$ cat src/rtl/fpu_cmp_arb.sv
// Round-robin arbiter and sequencer for the shared FPU compare unit.
// Two requesters, one outstanding op, registered handshake outputs.
module fpu_cmp_arb #(
  parameter int W = 32
) (
  input  logic         clk,
  input  logic         rstn,
  input  logic         req0,
  input  logic         req1,
  input  logic [1:0]   op0,
  input  logic [1:0]   op1,
  input  logic [W-1:0] a0,
  input  logic [W-1:0] b0,
  input  logic [W-1:0] a1,
  input  logic [W-1:0] b1,
  output logic         gnt0,
  output logic         gnt1,
  output logic         rsp_valid0,
  output logic         rsp_valid1,
  input  logic         rsp_ready0,
  input  logic         rsp_ready1,
  output logic         rsp_res,
  output logic         cmp_en,
  output logic [1:0]   cmp_op,
  output logic [W-1:0] cmp_a,
  output logic [W-1:0] cmp_b,
  input  logic [W-1:0] cmp_c,
  input  logic         cmp_ready,
  output logic         busy,
  output logic         err
);

  typedef enum logic [1:0] {
    IDLE  = 2'd0,
    ISSUE = 2'd1,
    WAIT  = 2'd2,
    RESP  = 2'd3
  } state_t;

  state_t       state_q, state_d;
  logic         id_q, id_d;
  logic         last_q, last_d;
  logic [1:0]   gnt_q, gnt_d;
  logic [1:0]   vld_q, vld_d;
  logic         en_q, en_d;
  logic         busy_q;
  logic         err_q, err_d;
  logic         res_q, res_d;
  logic         lat;
  logic [1:0]   op_q;
  logic [W-1:0] a_q, b_q;
  logic         win;
  logic [1:0]   win_op;
  logic         acc;
  logic         unused_c;

  assign unused_c = ^cmp_c[W-1:1];

  always_comb begin
    win     = (req0 & req1) ? ~last_q : ~req0;
    win_op  = win ? op1 : op0;
    acc     = id_q ? rsp_ready1 : rsp_ready0;
    state_d = state_q;
    id_d    = id_q;
    last_d  = last_q;
    gnt_d   = 2'b00;
    vld_d   = vld_q;
    en_d    = 1'b0;
    err_d   = err_q;
    res_d   = res_q;
    lat     = 1'b0;
    unique case (state_q)
      IDLE: begin
        if (cmp_ready) err_d = 1'b1;
        if (req0 | req1) begin
          id_d   = win;
          last_d = win;
          gnt_d  = win ? 2'b10 : 2'b01;
          if (win_op == 2'b11) begin
            // reserved op: answer 0 directly, unit untouched
            state_d = RESP;
            vld_d   = gnt_d;
            res_d   = 1'b0;
            err_d   = 1'b1;
          end else begin
            state_d = ISSUE;
            en_d    = 1'b1;
            lat     = 1'b1;
          end
        end
      end
      ISSUE: state_d = WAIT;
      WAIT: begin
        if (cmp_ready) begin
          state_d = RESP;
          vld_d   = id_q ? 2'b10 : 2'b01;
          res_d   = cmp_c[0];
        end
      end
      RESP: begin
        if (cmp_ready) err_d = 1'b1;
        if (acc) begin
          state_d = IDLE;
          vld_d   = 2'b00;
        end
      end
      default: state_d = IDLE;
    endcase
  end

  always_ff @(posedge clk or negedge rstn) begin
    if (!rstn) begin
      state_q <= IDLE;
      id_q    <= 1'b0;
      last_q  <= 1'b1;
      gnt_q   <= 2'b00;
      vld_q   <= 2'b00;
      en_q    <= 1'b0;
      busy_q  <= 1'b0;
      err_q   <= 1'b0;
      res_q   <= 1'b0;
    end else begin
      state_q <= state_d;
      id_q    <= id_d;
      last_q  <= last_d;
      gnt_q   <= gnt_d;
      vld_q   <= vld_d;
      en_q    <= en_d;
      busy_q  <= (state_d != IDLE);
      err_q   <= err_d;
      res_q   <= res_d;
    end
  end

  always_ff @(posedge clk or negedge rstn) begin
    if (!rstn) begin
      op_q <= 2'b00;
      a_q  <= '0;
      b_q  <= '0;
    end else if (lat) begin
      op_q <= win_op;
      a_q  <= win ? a1 : a0;
      b_q  <= win ? b1 : b0;
    end
  end

  assign gnt0       = gnt_q[0];
  assign gnt1       = gnt_q[1];
  assign rsp_valid0 = vld_q[0];
  assign rsp_valid1 = vld_q[1];
  assign rsp_res    = res_q;
  assign cmp_en     = en_q;
  assign cmp_op     = op_q;
  assign cmp_a      = a_q;
  assign cmp_b      = b_q;
  assign busy       = busy_q;
  assign err        = err_q;

endmodule
$ cat config.mk
export PLATFORM = sky130hd
export DESIGN_NAME = fpu_cmp_arb
export DESIGN_NICKNAME = d
export VERILOG_FILES = /design/src/rtl/fpu_cmp_arb.sv
export SDC_FILE = /design/constraint.sdc
export NUM_CORES = 1
export LEC_CHECK = 0
export CAP_MARGIN = 20
export CORE_MARGIN = 2
export CORE_UTILIZATION = 41
export CTS_CLUSTER_DIAMETER = 50
export DETAILED_ROUTE_END_ITERATION = 10
export PLACE_DENSITY = 0.91
export SYNTH_ARGS = -nofsm -noshare
export SYNTH_HDL_FRONTEND = slang
export SYNTH_SLANG_ARGS = --single-unit
$ cat constraint.sdc
create_clock -name clk -period 3.8 [get_ports clk]
set_clock_uncertainty 0.2 [all_clocks]
set_input_delay 0.76 -clock clk [delete_from_list [all_inputs] [get_ports clk]]
set_output_delay 0.76 -clock clk [all_outputs]
set_load 0.01 [all_outputs]
==> run summary, run 1 <==
Post-detailed-route DRC marker count = 0
Number of slew-limit violations in the final report = 0
Proportion of synthesized flip-flops having asynchronous set or reset = 100.0%
CTS tree = done
Number of H-tree levels = 3
Crit start category = input pin
Sequential power share = 32.4%
Drt pass-1 iters = 4
Worst min-delay path startpoint = err$_DFFE_PN0P_
Post-detailed-route wirelength per cell = 16.31 µm
First-pass GRT wire length = 17290 µm
Syn nets = 461
Die Area = 10730 µm²
Antenna violations before repair = 0
Simple-gate area share of the yosys netlist = 2.678%
Number of enable flip-flop cells after synthesis = 0
GRT Overall Usage = 19.90%
Total Wirelength = 10350 µm
Number of I/O port buffers = 213
Clock input transition at the sequential cells of the worst setup and hold paths = 0.08 ns
Maximum clock frequency = 340.8 MHz
Largest net degree at the start of global routing = 79
Critical R2R Launch = state_q[0]$_DFF_PN0_
Switching power = 1455 µW
Ratio of total power to cell area = 708.1 nW/µm²
Largest stage delay, worst path = 0.60 ns
Path depth of the worst reg2reg path = 6
Hold Path End = err$_DFFE_PN0P_
Library cell used as clock root buffer = clkbuf_8
Number of different library cells in the post-synthesis netlist = 38
XOR/XNOR Fraction of Synth Area = 0%
Sequence of cells on the critical path = clkdlybuf4s50_1 > a21boi_1 > a32oi_1 > a21oi_4 > buf_4 > mux2_2
Hold_buf cts = 0
Worst setup EP type = register
GRT overflow = 0
Highest net fanout along the worst path = 33
Cell with the most instances after synthesis = mux2_2
Max stage delay cell, worst path = clkdlybuf4s50_1
Area growth from synthesis to final layout = 59.25%
Largest area contributor in the synthesized netlist = dfrtp_1
Final Hold Viols = 0
Core Rows = 36
Post-synthesis instance total = 286
Post-synthesis sequential area ratio = 48.05%
Main combinational cell family by area after synthesis = multiplexers
Worst max-slew margin expressed relative to the limit = 36.56%
Starting Density = 41.98%
Number of buffers created by CTS = 9
FF-to-FF End = cmp_b[26]$_DFFE_PN0P_
Cell count of the worst hold path = 2
Arithmetic-cell share of the synthesized area counting full adders, half adders and majority gates = 1.231%
Vertical die dimension = 103.6 µm
Number of storage elements in the synthesis netlist = 78
Count of vias placed by the detailed router = 3126
Setup repair after global routing missed its margin = false
Antenna Violating Nets Remaining = 0
Global placement routability congestion = 0.8614
Internal cell power = 3129 µW
Post-layout total power = 4584 µW
Combinational share of power = 54.0%
Dominant synthesized flop cell = dfrtp_1
Final-layout fill cell count = 714
Sw Ratio = 31.75%
I/O pins = 245
Static leakage = 0.002644 µW
Most frequent cells after synthesis = mux2_2 (100), dfrtp_1 (77), mux2_4 (30)
Clock network fraction of design power = 13.6%
Required time of the worst setup path = 3.82 ns
DRC violation total after the first TritonRoute iteration = 112
Longest Clk Path Bufs = 2
Final core utilization = 66.85%
Area of the mapped netlist = 4065 µm²
Mean instance size in the synthesized netlist = 14.21 µm²
Post-cts resize count = 0
Half-perimeter wire length after placement = 7945 µm
Clock net sink count = 78
Post-route minimum period = 2.934 ns
Cells taking the most area after synthesis = dfrtp_1 (47%), mux2_2 (28%), mux2_4 (11%)
Path type of the worst min-delay path = register to register
Final count of negative-setup-slack endpoints = 0
Worst EP arrival = 2.96 ns
Insertion delay of the later-clocked pin in the worst-skew pair = 0.34 ns
Result of the run = complete, no violations
Final worst-path cycle share = 77.22%
Via count of the first global-routing pass = 3434
Post-CTS Setup Inserts = 0
Post-synthesis mux area share = 39.03%
Synth warnings = 0
Max VDD drop = 0.3181 mV
Setup slack on the worst flop-to-flop path = 1.23 ns
Worst-Margin Slew = 0.9517 ns
Placeable core area = 9684 µm²
Share of final-layout standard cells stronger than drive strength 1 = 30.88%
Final nets = 672
Synth Area in Compound Gates = 4.863%
Horiz. Die Dim = 103.6 µm
Via density = 4.923
Worst setup path class = input pin to register
Setup Total Neg Slack = 0 ns
Diode insertion count for antenna repair = 0
Max Cap Viol = 0
Top-area cell type share of the netlist area = 47.40%
## per-layer routing
| layer | part of all wire, % | track usage (%) | up-vias |
|---|---|---|---|
| met2 | 51 | 34.77 | 138 |
| met4 | 2.2 | 6.757 | 0 |
| li1 | - | - | 1459 |
| met5 | 0 | 0 | - |
| met1 | 39 | 22.83 | 1509 |
| met3 | 8.2 | 6.797 | 20 |
## sequential cells by signal (all words and copies together), names as in the netlist
register,flops
err,1
cmp_en,1
cmp_a,32
busy,1
rsp_res,1
gnt_q,2
state_q,2
last_q,1
cmp_op,2
id_q,1
cmp_b,32
vld_q,2
## critical path: cells and delay by family
family                 cells  cell delay, ns
AOI/OAI and AO/OA          3            0.74
buffers and inverters      2            1.04
muxes                      1            0.39
## cell families after synthesis
group / Yosys count
adders and majority gates: 4
and+or+nand+nor: 22
muxes: 131
DFF: 78
AOI/OAI and AO/OA: 26
buffers and inverters: 25
## power groups by stage
| stage | Combinational (µW) | Clock [µW] | Sequential [µW] |
|---|---|---|---|
| detailed placement | 2490 | 0 | 1500 |
| global placement | 2430 | 0 | 1470 |
| global route | 2640 | 677 | 1540 |
| finish | 2480 | 624 | 1480 |
| CTS | 2510 | 636 | 1490 |
| floorplan | 1160 | 0 | 1670 |
## worst max path at each step
stage	from	to	slack [ns]	depth (start not counted)
floorplan	req0	cmp_a[19]$_DFFE_PN0P_	1.53	6
global placement	req0	cmp_b[26]$_DFFE_PN0P_	0.65	6
detailed placement	req0	cmp_a[3]$_DFFE_PN0P_	0.54	6
CTS	req0	cmp_a[2]$_DFFE_PN0P_	0.90	6
global route	req0	cmp_b[26]$_DFFE_PN0P_	0.78	6
finish	req0	cmp_b[26]$_DFFE_PN0P_	0.87	6
## layout by cell type (no fill, tap or decap), types with 2 or more instances in the layout
cell type / netlist / routed
clkdlybuf4s50_1: 0 / 212
mux2_2: 100 / 100
a21oi_1: 3 / 3
nand2_1: 4 / 4
o31ai_1: 5 / 5
clkinvlp_4: 0 / 2
o22a_1: 2 / 2
mux2_4: 30 / 30
o21ai_0: 2 / 2
dfrtp_1: 77 / 77
nor3_1: 2 / 2
inv_1: 8 / 8
clkbuf_8: 0 / 10
ha_1: 4 / 4
nor2_1: 8 / 8
buf_4: 0 / 4
a32oi_1: 2 / 2
## metrics by stage
step	hold slack [ns]	setup WS, ns	instance area, µm²	instances
after detailed placement	0.2690	0.5426	6274	619
after CTS	0.2985	0.9030	6474	635
after global placement	0.2739	0.6489	6274	619
after global routing	0.3252	0.7825	6474	635
final	0.2925	0.8656	6474	635
after floorplan	0.2644	1.527	4065	286
## area by class of cell
class                           count  area (µm²)  share of cell area (%)
Clock inverter                      5       58.81                  0.9084
Multi-Input combinational cell    183        1952                   30.15
Sequential cell                    78        1953                   30.17
Clock buffer                       11       141.4                   2.184
Timing Repair Buffer              217        2172                   33.55
Inverter                            8       30.03                  0.4639
Tap cell                          133       166.4                   2.571
Note: power is estimated with default switching activity, not from simulation.
==> run 2, diff against run 1 <==
CORE_UTILIZATION = 34   (was 41)
PLACE_DENSITY = 0.81   (was 0.91)
clock period = 2.5 ns   (was 3.8 ns; I/O delays follow)
==> run 2 against run 1 <==
  * Register-to-register slack lost 0.90 ns
  * Wire length rose by 1.6%
  * Design area is 4.1% higher
  * Largest cell class unchanged
==> run summary, run 2 (synthesis gave the netlist of run 1 again) <==
Cell area after layout = 6741 µm²
Highest net fanout along the worst path = 32
Starting Density = 35.15%
Count of vias placed by the detailed router = 3194
Max VDD drop = 0.5224 mV
Post-detailed-route wirelength per cell = 16.03 µm
Final core utilization = 58.29%
Insertion delay of the later-clocked pin in the worst-skew pair = 0.33 ns
Die Area = 12850 µm²
Antenna Violating Nets Remaining = 0
Final Hold Viols = 0
Post-placement cell count = 639
Vertical die dimension = 113.3 µm
Number of I/O port buffers = 213
Result of the run = complete, no violations
Via density = 4.869
Diode insertion count for antenna repair = 0
Post-detailed-route DRC marker count = 0
Final worst-path cycle share = 97.15%
Share of final-layout standard cells stronger than drive strength 1 = 31.97%
Worst-Margin Slew = 0.5005 ns
Drt pass-1 iters = 4
Total Wirelength = 10520 µm
Clock net sink count = 78
Path type of the worst min-delay path = register to register
Worst path top cell family by delay = buffers and inverters
Dpl cell area = 6411 µm²
CTS tree = done
Largest stage delay, worst path = 0.60 ns
I/O pins = 245
Final count of negative-setup-slack endpoints = 0
Worst setup path class = input pin to register
Maximum clock frequency = 411.7 MHz
Worst EP arrival = 2.44 ns
Area growth from synthesis to final layout = 65.84%
Final non-filler cell total = 656
Setup repair after global routing missed its margin = false
Half-perimeter wire length after placement = 8131 µm
Ratio of total power to cell area = 1111 nW/µm²
Longest Clk Path Bufs = 2
Most frequent standard cell in the layout excluding fill and tap cells = clkdlybuf4s50_1
Core Rows = 39
Worst max-slew margin expressed relative to the limit = 66.63%
GRT Overall Usage = 16.57%
Post-route minimum period = 2.429 ns
Antenna violations before repair = 0
WP buf/inv = 2
First-pass GRT wire length = 16950 µm
DRC violation total after the first TritonRoute iteration = 75
Sequence of cells on the critical path = clkdlybuf4s50_1 > a21boi_1 > a32oi_1 > a21oi_4 > buf_12 > mux2_2
Global placement routability congestion = 0.7912
Number of slew-limit violations in the final report = 0
Number of H-tree levels = 3
Final nets = 683
Static leakage = 0.002775 µW
Commonest non-fill, non-tap cells in the layout = clkdlybuf4s50_1 (212), mux2_2 (100), dfrtp_1 (77)
Required time of the worst setup path = 2.51 ns
Library cell used as clock root buffer = clkbuf_16
Clock input transition at the sequential cells of the worst setup and hold paths = 0.06 ns
Number of buffers created by CTS = 9
Worst slack on hold paths = 0.2799 ns
Largest net degree at the start of global routing = 43
Post-CTS Setup Inserts = 0
Max stage delay cell, worst path = clkdlybuf4s50_1
Horiz. Die Dim = 113.3 µm
Placeable core area = 11560 µm²
Via count of the first global-routing pass = 3461
Crit start category = input pin
Max Cap Viol = 0
GRT overflow = 0
Post-layout total power = 7493 µW
Worst setup EP type = register
-- run 2: cell types whose count changed in the layout (fill, tap and decap cells not counted), moves of 2 or more --
cell,previous run,this run
clkbuf_8,10,1
buf_12,1,5
clkinvlp_4,2,0
buf_4,4,9
clkbuf_16,0,9
-- run 2: final cells by class --
class                   instances  area, µm²
multi-input cells             183       1952
clock inverters                 4      70.07
repair buffers                228       2311
flip-flops and latches         78       1953
clock buffers                  12      246.5
well taps                     143      178.9
fillers                       925       4823
inverters                       8      30.03
-- run 2: final timing paths --
| check | cells after the start | end | slack, ns | from |
|---|---|---|---|---|
| worst min-delay path | 2 | err$_DFFE_PN0P_ | 0.28 | err$_DFFE_PN0P_ |
| max in group asynchronous | 3 | last_q$_DFFE_PN1P_ | 0.97 | rstn |
| worst max register to register | 5 | cmp_b[26]$_DFFE_PN0P_ | 0.33 | last_q$_DFFE_PN1P_ |
| worst max-delay path | 6 | cmp_b[26]$_DFFE_PN0P_ | 0.07 | req1 |
| min in group asynchronous | 2 | cmp_b[21]$_DFFE_PN0P_ | 0.46 | rstn |
| worst min register to register | 2 | err$_DFFE_PN0P_ | 0.28 | err$_DFFE_PN0P_ |
-- run 2: worst min-delay path: stages, from the launching register on --
cell     delay, ns
dfrtp_1       0.34
a21oi_1       0.05
o31ai_1       0.06
-- run 2: power by group --
group          switching (µW)  internal (µW)  leakage [µW]  total [µW]
combinational            1410           2440       0.00170        3850
sequential                343           1920      0.000919        2260
clock                     486            898      0.000157        1380
-- run 2: repair_timing --
item,in CTS,in global routing
endpoints found under the hold margin,36,0
hold buffers,1,0
setup endpoints to repair,0,4
resized for setup,0,1
-- run 2: routing by layer --
metal,track usage (%),wire [µm]
met1,18.36,4010
met2,29.42,5337
met3,5.517,1007
met4,6.341,160
met5,0,0
-- run 2: stage by stage --
| stage | setup TNS [ns] | setup WS, ns |
|---|---|---|
| floorplan | 0 | 0.4748 |
| global placement | -8.955 | -0.1882 |
| global route | 0 | 0.001962 |
| detailed placement | -13.27 | -0.2697 |
| CTS | 0 | 0.08000 |
| finish | 0 | 0.07116 |
==> run 3, diff against run 2 <==
PLACE_DENSITY = 0.75   (was 0.81)
==> run 3 against run 2 <==
  * Die area is the same
  * Sequential power about the same
  * Critical path depth unchanged
  * Core utilization shrank 0.40 points
  * Register-to-register slack improved by 0.03 ns
  * Critical path type unchanged
==> run summary, run 3 (synthesis gave the netlist of run 1 again) <==
Max VDD drop = 0.5431 mV
CTS tree = done
Number of H-tree levels = 3
Final count of negative-setup-slack endpoints = 0
DRC violation total after the first TritonRoute iteration = 53
Worst setup EP type = register
Number of I/O port buffers = 213
Maximum clock frequency = 434.6 MHz
GRT Overall Usage = 16.13%
Insertion delay of the later-clocked pin in the worst-skew pair = 0.32 ns
Library cell used as clock root buffer = clkbuf_16
Core Rows = 39
Count of vias placed by the detailed router = 3119
Crit start category = input pin
Global placement routability congestion = 0.8330
Max stage delay cell, worst path = clkdlybuf4s50_1
Placeable core area = 11560 µm²
PnR worst setup slack = 0.1988 ns
Final Hold Viols = 0
Horiz. Die Dim = 113.3 µm
Longest Clk Path Bufs = 2
Post-detailed-route DRC marker count = 0
Required time of the worst setup path = 2.50 ns
Via density = 4.769
I/O pins = 245
Final core utilization = 57.89%
Number of slew-limit violations in the final report = 0
Post-route minimum period = 2.301 ns
Share of final-layout standard cells stronger than drive strength 1 = 31.31%
Final-layout fill cell count = 966
Number of buffers created by CTS = 9
Worst max-slew margin expressed relative to the limit = 64.94%
Diode insertion count for antenna repair = 0
Post-cts resize count = 0
Result of the run = complete, no violations
Path type of the worst min-delay path = register to register
Static leakage = 0.002749 µW
Clock net sink count = 78
Final worst-path cycle share = 92.05%
Post-CTS Setup Inserts = 0
Vertical die dimension = 113.3 µm
Largest net degree at the start of global routing = 41
Setup repair after global routing missed its margin = false
First-pass GRT wire length = 16370 µm
Ratio of total power to cell area = 1101 nW/µm²
Worst setup path class = input pin to register
Worst EP arrival = 2.30 ns
Most frequent standard cell in the layout excluding fill and tap cells = clkdlybuf4s50_1
Antenna Violating Nets Remaining = 0
Worst-Margin Slew = 0.5258 ns
Area growth from synthesis to final layout = 64.70%
Antenna violations before repair = 0
Post-detailed-route wirelength per cell = 16.13 µm
Worst slack on hold paths = 0.2719 ns
Via count of the first global-routing pass = 3327
Pre-CTS setup slack = -0.1458 ns
Largest stage delay, worst path = 0.52 ns
Total Wirelength = 10550 µm
Die Area = 12850 µm²
Max Cap Viol = 0
GRT overflow = 0
Commonest non-fill, non-tap cells in the layout = clkdlybuf4s50_1 (212), mux2_2 (100), dfrtp_1 (77)
Sequence of cells on the critical path = clkdlybuf4s50_1 > a21boi_1 > a32oi_1 > a21oi_4 > buf_12 > mux2_2
Clock input transition at the sequential cells of the worst setup and hold paths = 0.05 ns
Highest net fanout along the worst path = 31
Final nets = 681
Half-perimeter wire length after placement = 8245 µm
Starting Density = 35.15%
Drt pass-1 iters = 4
[run 3: through the flow]
step                instance area, µm²  TNS (ns)  instances  total power [µW]
floorplan                         4065         0        286              4297
global placement                  6396    -3.946        637              6051
detailed placement                6396    -6.520        637              6162
CTS                               6695         0        654              7486
global route                      6695         0        654              7808
finish                            6695         0        654              7369
[run 3: worst paths after layout]
check                              startpoint                     to  cells after the start  slack (ns)
setup reg to reg           last_q$_DFFE_PN1P_  cmp_a[31]$_DFFE_PN0P_                      5        0.36
hold / removal                err$_DFFE_PN0P_        err$_DFFE_PN0P_                      2        0.27
max in group asynchronous                rstn  cmp_a[25]$_DFFE_PN0P_                      3        0.99
hold reg to reg               err$_DFFE_PN0P_        err$_DFFE_PN0P_                      2        0.27
setup / recovery                         req1  cmp_a[14]$_DFFE_PN0P_                      6        0.20
min in group asynchronous                rstn  cmp_a[14]$_DFFE_PN0P_                      2        0.50
[run 3: where the power goes]
group	leakage (µW)	internal, µW	switching (µW)	total (µW)
Combinational	0.00169	2420	1420	3840
Clock	0.000141	800	464	1260
Sequential	0.000919	1920	347	2260
[run 3: critical path, delay by kind of cell]
kind,cells,cell delay (ns)
AOI/OAI and AO/OA,3,0.64
muxes,1,0.37
buffers and inverters,2,0.77
[run 3: per-layer routing]
layer	up-vias	GRT usage, %	part of all wire, %
li1	1486	-	-
met1	1481	18.53	39
met2	139	28.06	50
met3	13	5.196	9.3
met4	0	6.016	1.6
met5	-	0	0
[run 3: area by class of cell]
| cell class | count | area [µm²] | share of cell area (%) |
|---|---|---|---|
| Timing Repair Buffer | 226 | 2292 | 34.24 |
| Sequential cell | 78 | 1953 | 29.17 |
| Multi-Input combinational cell | 183 | 1952 | 29.15 |
| Clock buffer | 14 | 254.0 | 3.794 |
| Tap cell | 143 | 178.9 | 2.672 |
| Clock inverter | 2 | 35.03 | 0.5233 |
| Inverter | 8 | 30.03 | 0.4485 |
[run 3: timing repair]
item                                   CTS  global route
setup endpoints to repair                0             0
hold buffers                             1             0
endpoints found under the hold margin   37             0
